## config.mk

```make
export PLATFORM = sky130hd
export DESIGN_NAME = rpn_stack_alu
export DESIGN_NICKNAME = d
export VERILOG_FILES = /design/src/rtl/rpn_stack_alu.sv
export SDC_FILE = /design/constraint.sdc
export NUM_CORES = 1
export LEC_CHECK = 0
export BUFFER_PORTS_ARGS = -buffer_cell sky130_fd_sc_hd__buf_2
export CORE_MARGIN = 1.5
export CORE_UTILIZATION = 25
export CTS_BUF_LIST = sky130_fd_sc_hd__clkbuf_4 sky130_fd_sc_hd__clkbuf_8
export CTS_CLUSTER_SIZE = 14
export DETAILED_ROUTE_END_ITERATION = 6
export GPL_ROUTABILITY_DRIVEN = 0
export SYNTH_ARGS = -nofsm -noshare
export SYNTH_HDL_FRONTEND = slang
export SYNTH_SLANG_ARGS = --single-unit
```

## constraint.sdc

```tcl
create_clock -name CLOCK_50 -period 10.5 [get_ports CLOCK_50]
set_input_delay 2.1 -clock CLOCK_50 [delete_from_list [all_inputs] [get_ports CLOCK_50]]
set_output_delay 2.1 -clock CLOCK_50 [all_outputs]
set_load 0.005 [all_outputs]
```

## src/rtl/rpn_stack_alu.sv

```systemverilog
// rpn_stack_alu: reverse-Polish stack calculator core with a valid/ready
// command port. Holds a signed operand stack and reports top, second entry,
// depth and the status of the last completed command.
// Build option: define RPN_FAST_MUL_EN to compute MUL combinationally in the
// accept cycle; otherwise MUL runs an iterative shift-add for DATA_W cycles.
module rpn_stack_alu #(
  parameter int DATA_W  = 8,
  parameter int DEPTH   = 8,
  parameter int DEPTH_W = $clog2(DEPTH + 1)
) (
  input  logic              CLOCK_50,
  input  logic              RESET_N,
  input  logic              cmd_valid,
  input  logic [2:0]        cmd_op,
  input  logic [DATA_W-1:0] cmd_data,
  output logic              cmd_ready,
  output logic [DATA_W-1:0] top_data,
  output logic [DATA_W-1:0] second_data,
  output logic [DEPTH_W-1:0] depth,
  output logic              busy,
  output logic [1:0]        status
);

  localparam int IDX_W = $clog2(DEPTH);
  localparam int CNT_W = $clog2(DATA_W + 1);

  localparam logic [2:0] OP_PUSH  = 3'd0;
  localparam logic [2:0] OP_POP   = 3'd1;
  localparam logic [2:0] OP_ADD   = 3'd2;
  localparam logic [2:0] OP_SUB   = 3'd3;
  localparam logic [2:0] OP_MUL   = 3'd4;
  localparam logic [2:0] OP_DUP   = 3'd5;
  localparam logic [2:0] OP_SWAP  = 3'd6;
  localparam logic [2:0] OP_CLEAR = 3'd7;

  localparam logic [1:0] ST_OK    = 2'd0;
  localparam logic [1:0] ST_FULL  = 2'd1;
  localparam logic [1:0] ST_UFLOW = 2'd2;
  localparam logic [1:0] ST_OVF   = 2'd3;

  typedef enum logic {IDLE, MUL} state_t;

  logic [DATA_W-1:0]  stack_reg [DEPTH];
  logic [DEPTH_W-1:0] depth_reg;
  logic [1:0]         status_reg;
  state_t             state_reg;

  logic [IDX_W-1:0]  top_idx, sec_idx, push_idx;
  logic [DATA_W-1:0] a_val, b_val, sum_val, diff_val;
  logic              has1, has2, full, add_ovf, sub_ovf;

  // a wrapped 2*DATA_W product overflows when its upper bits are not a sign extension
  function automatic logic prod_ovf(input logic [2*DATA_W-1:0] p);
    return !((&p[2*DATA_W-1:DATA_W-1]) || !(|p[2*DATA_W-1:DATA_W-1]));
  endfunction

  assign top_idx  = IDX_W'(depth_reg - DEPTH_W'(1));
  assign sec_idx  = IDX_W'(depth_reg - DEPTH_W'(2));
  assign push_idx = IDX_W'(depth_reg);
  assign b_val    = stack_reg[top_idx];
  assign a_val    = stack_reg[sec_idx];
  assign has1     = (depth_reg != '0);
  assign has2     = (depth_reg >= DEPTH_W'(2));
  assign full     = (depth_reg == DEPTH_W'(DEPTH));
  assign sum_val  = a_val + b_val;
  assign diff_val = a_val - b_val;
  assign add_ovf  = (a_val[DATA_W-1] == b_val[DATA_W-1]) && (sum_val[DATA_W-1] != a_val[DATA_W-1]);
  assign sub_ovf  = (a_val[DATA_W-1] != b_val[DATA_W-1]) && (diff_val[DATA_W-1] != a_val[DATA_W-1]);

`ifdef RPN_FAST_MUL_EN
  logic [2*DATA_W-1:0] prod_fast;
  // sign-extended operands make the low 2*DATA_W bits equal the signed product
  assign prod_fast = {{DATA_W{a_val[DATA_W-1]}}, a_val} * {{DATA_W{b_val[DATA_W-1]}}, b_val};
`else
  logic [2*DATA_W-1:0] acc_reg, mcand_reg, acc_step, prod_iter;
  logic [DATA_W-1:0]   mplier_reg, mag_a, mag_b;
  logic                neg_reg;
  logic [CNT_W-1:0]    cnt_reg;

  // magnitudes are unsigned, so the most negative value maps cleanly to 2^(DATA_W-1)
  assign mag_a     = a_val[DATA_W-1] ? (~a_val + 1'b1) : a_val;
  assign mag_b     = b_val[DATA_W-1] ? (~b_val + 1'b1) : b_val;
  assign acc_step  = acc_reg + (mplier_reg[0] ? mcand_reg : '0);
  assign prod_iter = neg_reg ? (~acc_step + 1'b1) : acc_step;
`endif

  // command execution, multiply sequencing and stack updates
  always_ff @(posedge CLOCK_50 or negedge RESET_N) begin
    if (!RESET_N) begin
      for (int i = 0; i < DEPTH; i++) stack_reg[i] <= '0;
      depth_reg  <= '0;
      status_reg <= ST_OK;
      state_reg  <= IDLE;
`ifndef RPN_FAST_MUL_EN
      acc_reg    <= '0;
      mcand_reg  <= '0;
      mplier_reg <= '0;
      neg_reg    <= 1'b0;
      cnt_reg    <= '0;
`endif
    end else begin
      case (state_reg)
        IDLE: begin
          if (cmd_valid) begin
            case (cmd_op)
              OP_PUSH: begin
                if (full) status_reg <= ST_FULL;
                else begin
                  stack_reg[push_idx] <= cmd_data;
                  depth_reg  <= depth_reg + DEPTH_W'(1);
                  status_reg <= ST_OK;
                end
              end
              OP_POP: begin
                if (!has1) status_reg <= ST_UFLOW;
                else begin
                  depth_reg  <= depth_reg - DEPTH_W'(1);
                  status_reg <= ST_OK;
                end
              end
              OP_ADD, OP_SUB: begin
                if (!has2) status_reg <= ST_UFLOW;
                else begin
                  stack_reg[sec_idx] <= (cmd_op == OP_ADD) ? sum_val : diff_val;
                  depth_reg  <= depth_reg - DEPTH_W'(1);
                  status_reg <= ((cmd_op == OP_ADD) ? add_ovf : sub_ovf) ? ST_OVF : ST_OK;
                end
              end
              OP_MUL: begin
                if (!has2) status_reg <= ST_UFLOW;
                else begin
`ifdef RPN_FAST_MUL_EN
                  stack_reg[sec_idx] <= prod_fast[DATA_W-1:0];
                  depth_reg  <= depth_reg - DEPTH_W'(1);
                  status_reg <= prod_ovf(prod_fast) ? ST_OVF : ST_OK;
`else
                  acc_reg    <= '0;
                  mcand_reg  <= {{DATA_W{1'b0}}, mag_a};
                  mplier_reg <= mag_b;
                  neg_reg    <= a_val[DATA_W-1] ^ b_val[DATA_W-1];
                  cnt_reg    <= CNT_W'(DATA_W - 1);
                  state_reg  <= MUL;
`endif
                end
              end
              OP_DUP: begin
                if (!has1) status_reg <= ST_UFLOW;
                else if (full) status_reg <= ST_FULL;
                else begin
                  stack_reg[push_idx] <= b_val;
                  depth_reg  <= depth_reg + DEPTH_W'(1);
                  status_reg <= ST_OK;
                end
              end
              OP_SWAP: begin
                if (!has2) status_reg <= ST_UFLOW;
                else begin
                  stack_reg[top_idx] <= a_val;
                  stack_reg[sec_idx] <= b_val;
                  status_reg <= ST_OK;
                end
              end
              OP_CLEAR: begin
                depth_reg  <= '0;
                status_reg <= ST_OK;
              end
              default: status_reg <= status_reg;
            endcase
          end
        end
`ifndef RPN_FAST_MUL_EN
        MUL: begin
          if (cnt_reg == '0) begin
            stack_reg[sec_idx] <= prod_iter[DATA_W-1:0];
            depth_reg  <= depth_reg - DEPTH_W'(1);
            status_reg <= prod_ovf(prod_iter) ? ST_OVF : ST_OK;
            state_reg  <= IDLE;
          end else begin
            acc_reg    <= acc_step;
            mcand_reg  <= mcand_reg << 1;
            mplier_reg <= mplier_reg >> 1;
            cnt_reg    <= cnt_reg - CNT_W'(1);
          end
        end
`endif
        default: state_reg <= IDLE;
      endcase
    end
  end

  // display-facing outputs; empty slots read as zero regardless of stored contents
  always_comb begin
    cmd_ready   = (state_reg == IDLE);
    busy        = (state_reg != IDLE);
    top_data    = has1 ? b_val : '0;
    second_data = has2 ? a_val : '0;
    depth       = depth_reg;
    status      = status_reg;
  end

endmodule

```

==> results of run 1 <==
-- stage by stage --
| stage | worst slack [ps] | hold slack [ps] | cells | util, % |
|---|---|---|---|---|
| after detailed placement | 3904 | 477.8 | 2215 | 26.99 |
| final | 3706 | 493.6 | 2250 | 27.91 |
| after global routing | 3297 | 525.1 | 2247 | 27.89 |
| after floorplan | 5176 | 455.8 | 1646 | - |
| after global placement | 4169 | 472.5 | 2215 | 26.99 |
| after CTS | 3909 | 497.2 | 2247 | 27.89 |
-- worst max-delay path, stage by stage (launching register included) --
cell and delay, ps:
dfrtp_2 340, buf_4 490, clkinv_1 430, ha_1 630, nand2_1 220, nor2_1 220, buf_4 250, a22oi_1 190
nand2_1 70, nor2_1 600, buf_4 300, inv_1 100, ha_1 240, fa_1 450, nand2b_1 90, a21oi_1 80
o21ai_0 150, o21ai_0 130, xor2_1 870, o21ai_0 210, a221oi_1 290, o221ai_1 160, o21a_1 160
-- layout by cell type (no fill, tap or decap), types with 19 or more instances in the layout --
cell type / instances
a22oi_1: 53
nand2b_1: 19
o21a_1: 53
o21ai_0: 173
inv_1: 35
nand2_1: 168
a221oi_1: 42
a211oi_1: 38
nor2_1: 175
nor3_1: 28
buf_2: 36
nand3_1: 45
and2_1: 27
xnor2_1: 24
dfrtp_1: 114
buf_4: 56
a21oi_1: 106
o221ai_1: 56
ha_1: 41
o211ai_1: 25
a31oi_1: 23
-- logic make-up after synthesis --
logic type / synth area share [%]
adders and majority gates: 4.670
DFF: 23.66
buffers and inverters: 5.730
xor gates and xnor gates: 2.774
muxes: 4.477
and+or+nand+nor: 19.13
AOI/OAI and AO/OA: 39.56
-- metal layers --
layer  GRT usage, %  routed length (µm)
met5              0                   0
met4          10.76                3292
met3          6.506                7229
met2          32.97               23460
met1          27.03               20820
-- final cells by class --
cell class / count / area, µm² / area share (%)
timing repair buffer: 92 / 600.6 / 4.424
tap: 622 / 778.2 / 5.733
multi-input combinational: 1348 / 8707 / 64.14
clock inverter: 13 / 182.7 / 1.346
clock buffer: 19 / 255.2 / 1.880
antenna: 3 / 7.507 / 0.05530
inverter: 37 / 138.9 / 1.023
sequential: 116 / 2905 / 21.40
-- how the worst max path moves through the flow --
stage | startpoint | to | slack [ps] | depth (start not counted)
after global placement | depth[0] | stack_reg[36] | 4170 | 22
after detailed placement | depth[0] | stack_reg[36] | 3900 | 22
after global routing | depth[0] | stack_reg[36] | 3300 | 22
after floorplan | depth[1] | top_data[1] | 5180 | 12
after CTS | depth[0] | top_data[0] | 3910 | 12
final | depth[0] | stack_reg[36] | 3710 | 22
==> results.toml, run 1 <==
[drt]
initialDrtViolationCount = 2398
drc = 4
ant_nets = 0
viasPerCell = 6.404
wl_mm = 54.80
wl_per_cell_um = 24.36
drtPass1Iterations = 7
vias = 14410

[clock_network]
cts.sinks = 116
htreeDepth = 4
clock-root-buffer = "clkbuf_8"
cts_buffers = 17
cts_resized = 0
hold_buffers = 0
cts_setup_buffers = 0
cts_tree = "yes"
cts_max_path_buffers = 2
clk-insertion-delay-late_ps = 500
clk_pin_slew_ps = 100

[yosys]
synth_area_um2 = 12270
synth_largest_area_cell = "dfrtp_1"
synth_common_cells = "178 x nor2_1, 173 x o21ai_0, 168 x nand2_1"
syn_nets = 1704
ys_ff_latch = 116
yosysUniqueCellTypes = 75
synth_warnings = 0
yosysMostFrequentCell = "nor2_1"
synth_cells = 1646
syn_avg_cell_area_um2 = 7.455
synth-edff-count = 0
async_reset_ff_share_pct = 100.0
synth.top_cells.by_area = "dfrtp_1 24%, o21ai_0 7.1%, nor2_1 5.4%"
synth_ff_type = "dfrtp_1"
synth_top_cell_area_share_pct = 23.66
seq_area_frac_synth_pct = 23.66

[min_path]
holdPathEnd = "acc_reg[14]"
hold_path.class = "flop to flop"
holdPathStages = 2
min-delay-start = "acc_reg[14]"

[final_layout]
fin_nets = 1670
fillers = 5284
largest_reg_flops = 64
drive_above_1_share_pct = 10.71
postLayoutCellArea_um2 = 13580
areaGrowthSynthToFinish_pct = 10.64

[placed_design]
dpl.hpwl_mm = 36.99
placed_area_um2 = 13130
port_buffers = 37

[timing]
fin_crit_sh_pct = 64.71
period_needed_ps = 6794
hold_viol = 0
rsz0062_at_grt = "false"
skew_ps = 25.79
fmax_mhz = 147.2
setup_violations = 0
relSlewSlack_pct = 6.560
fin_tns_setup_ps = 0
slew_viol_final = 0
tightestPinTransition_ps = 1396

[floorplanning]
core_area_um2 = 48650
start_util_pct = 25.22
std_cell_rows = 81
die_y_um = 224.5
die_area_um2 = 50420
ios = 38
die_x_um = 224.5

[grt]
grt_max_degree = 75
grt_pass1_vias = 13595
grt_first_pass_wirelength_mm = 82.97
grt-ovfl-total = 0
antenna_found_initial = 3
grt.total_usage_pct = 21.41

[status]
violations = "DRC"
status = "complete, but fails checks"

[worst_setup_path]
worstReg2RegStart = "depth[0]"
critical_path_class = "flop to flop"
critPathCaptureType = "flop"
worst-path-max-fanout = 44
reg2reg_depth = 22
crit_path_start_kind = "flop"
critPathArrivalTime_ps = 7190
rr_endpoint = "stack_reg[36]"
cp.required_ps = 10900
rrSetupSlack_ps = 3710

[flow_run]
max_cap_violations = 0
Power of run 1 is not shown: default switching activity piles up to over one toggle a cycle in this logic, so the estimate is an artifact.
==> run 2: changes to the inputs <==
clock period = 5.7 ns   (was 10.5 ns; I/O delays follow)
==> run 2 against run 1 <==
  * The flow finishes with violations (DRC, capacitance limit)
  * Die area unchanged
  * Critical endpoint is now stack_reg[31]
  * Count of clock-buffer cells in the layout rose by 2
  * Wire length rose by 1.0%
==> results.toml, run 2 (synthesis gave the netlist of run 1 again) <==
[status]
status = "complete, but fails checks"
violations = "DRC, capacitance limit"

[timing]
setup_violations = 0
slew_viol_final = 0
finalWorstSetupSlack_ps = 214.6
relSlewSlack_pct = 1.216
tightestPinTransition_ps = 1476
hold_viol = 0
whs_ps = 502.7
period_needed_ps = 5485
fmax_mhz = 182.3
fin_crit_sh_pct = 96.23
skew_ps = 18.54

[clock_network]
cts_resized = 0
cts_max_path_buffers = 2
clk-insertion-delay-late_ps = 510
cts_setup_buffers = 0
clk_pin_slew_ps = 80
cts_tree = "yes"
htreeDepth = 4
cts.sinks = 116
clock-root-buffer = "clkbuf_8"
cts_buffers = 17
hold_buffers = 0

[min_path]
hold_path.class = "flop to flop"
holdPathEnd = "acc_reg[11]"
holdPathStages = 2
min-delay-start = "acc_reg[11]"

[worst_setup_path]
cp_top_family = "compound AO/OA/AOI/OAI gates"
reg2reg_depth = 18
rrSetupSlack_ps = 210
critPathCaptureType = "flop"
cp.required_ps = 6100
slowest_delay_ps = 700
worst-path-max-fanout = 8
worstReg2RegStart = "depth[1]"
critPathSlowestCell = "o41ai_1"
crit_chain = "inv_1, ha_1, xor2_2, nor2_1, a22o_1, a221oi_1, and3_1, inv_1, ha_1, o21bai_1, a21oi_1, o21ba_2, o41ai_1, mux2i_1, xor2_2, o21ai_0, a21oi_1, nor2_1"
crit_path_start_kind = "flop"
rr_endpoint = "stack_reg[31]"
cp_num_buf_inv = 2
critPathArrivalTime_ps = 5880
critical_path_class = "flop to flop"

[final_layout]
largest_reg_flops = 64
final_common_cell = "nor2_1"
areaGrowthSynthToFinish_pct = 11.40
drive_above_1_share_pct = 11.43
mostFrequentLayoutCells = "175 x nor2_1, 173 x o21ai_0, 168 x nand2_1, 114 x dfrtp_1, 106 x a21oi_1"
fin_nets = 1683

[flow_run]
max_cap_violations = 1

[drt]
drtPass1Iterations = 7
viasPerCell = 6.479
vias = 14656
wl_mm = 55.37
wl_per_cell_um = 24.48
initialDrtViolationCount = 2529
ant_nets = 0
drc = 16

[floorplanning]
die_y_um = 224.5
die_x_um = 224.5
ios = 38
start_util_pct = 25.22
std_cell_rows = 81
die_area_um2 = 50420
core_area_um2 = 48650

[grt]
antenna_found_initial = 6
grt_first_pass_wirelength_mm = 83.12
grt_max_degree = 50
grt.total_usage_pct = 21.54
grt-ovfl-total = 0
grt_pass1_vias = 13671

[placed_design]
dpl.hpwl_mm = 37.81
pre_cts_ws_ps = 111.5
port_buffers = 37
run 2: cell count changes in the layout (fill, tap and decap cells not counted), sizes merged:
| cell | delta |
|---|---|
| buf | +13 |
| bufinv | -1 |
| clkbuf | +2 |
| clkinv | -2 |
| clkinvlp | -1 |
| diode | +1 |
run 2: tightest hold or removal path, delay by kind of cell, from the launching register on:
family | cells | cell delay [ps]
flip-flops | 1 | 350
AO/OA/AOI/OAI | 1 | 70
AND/OR/NAND/NOR | 1 | 50
run 2: stage by stage:
stage / TNS [ps] / cells / utilization, % / area, µm²
after detailed placement: 0 / 2228 / 27.19 / 13230
after global routing: -11.06 / 2259 / 28.08 / 13660
after CTS: 0 / 2258 / 28.05 / 13640
after floorplan: 0 / 1646 / - / 12270
final: 0 / 2262 / 28.10 / 13670
after global placement: 0 / 2228 / 27.19 / 13230
run 2: layout make-up:
class | instances | area, µm²
multi-input cells | 1348 | 8722
fillers | 5230 | 34980
inverters | 37 | 138.9
repair buffers | 105 | 698.2
flip-flops and latches | 116 | 2905
well taps | 622 | 778.2
clock inverters | 9 | 127.6
diodes | 4 | 10.01
clock buffers | 21 | 289.0
run 2: worst max path at each step:
stage / from / to / depth (start not counted)
after detailed placement: depth[1] / stack_reg[31] / 18
after global placement: depth[1] / stack_reg[31] / 18
final: depth[1] / stack_reg[31] / 18
after floorplan: depth[1] / stack_reg[54] / 24
after global routing: depth[1] / stack_reg[31] / 18
after CTS: depth[1] / stack_reg[31] / 18
run 2: layer usage:
| layer | up-vias | share of wire [%] | GRT usage [%] | routed length, µm |
|---|---|---|---|---|
| met1 | 6928 | 38 | 27.64 | 21310 |
| li1 | 6248 | - | - | - |
| met2 | 1179 | 41 | 30.76 | 22640 |
| met5 | - | 0.040 | 0 | 22 |
| met3 | 297 | 14 | 7.459 | 7700 |
| met4 | 4 | 6.7 | 13.34 | 3701 |
Power of run 2 is left out for the same reason.
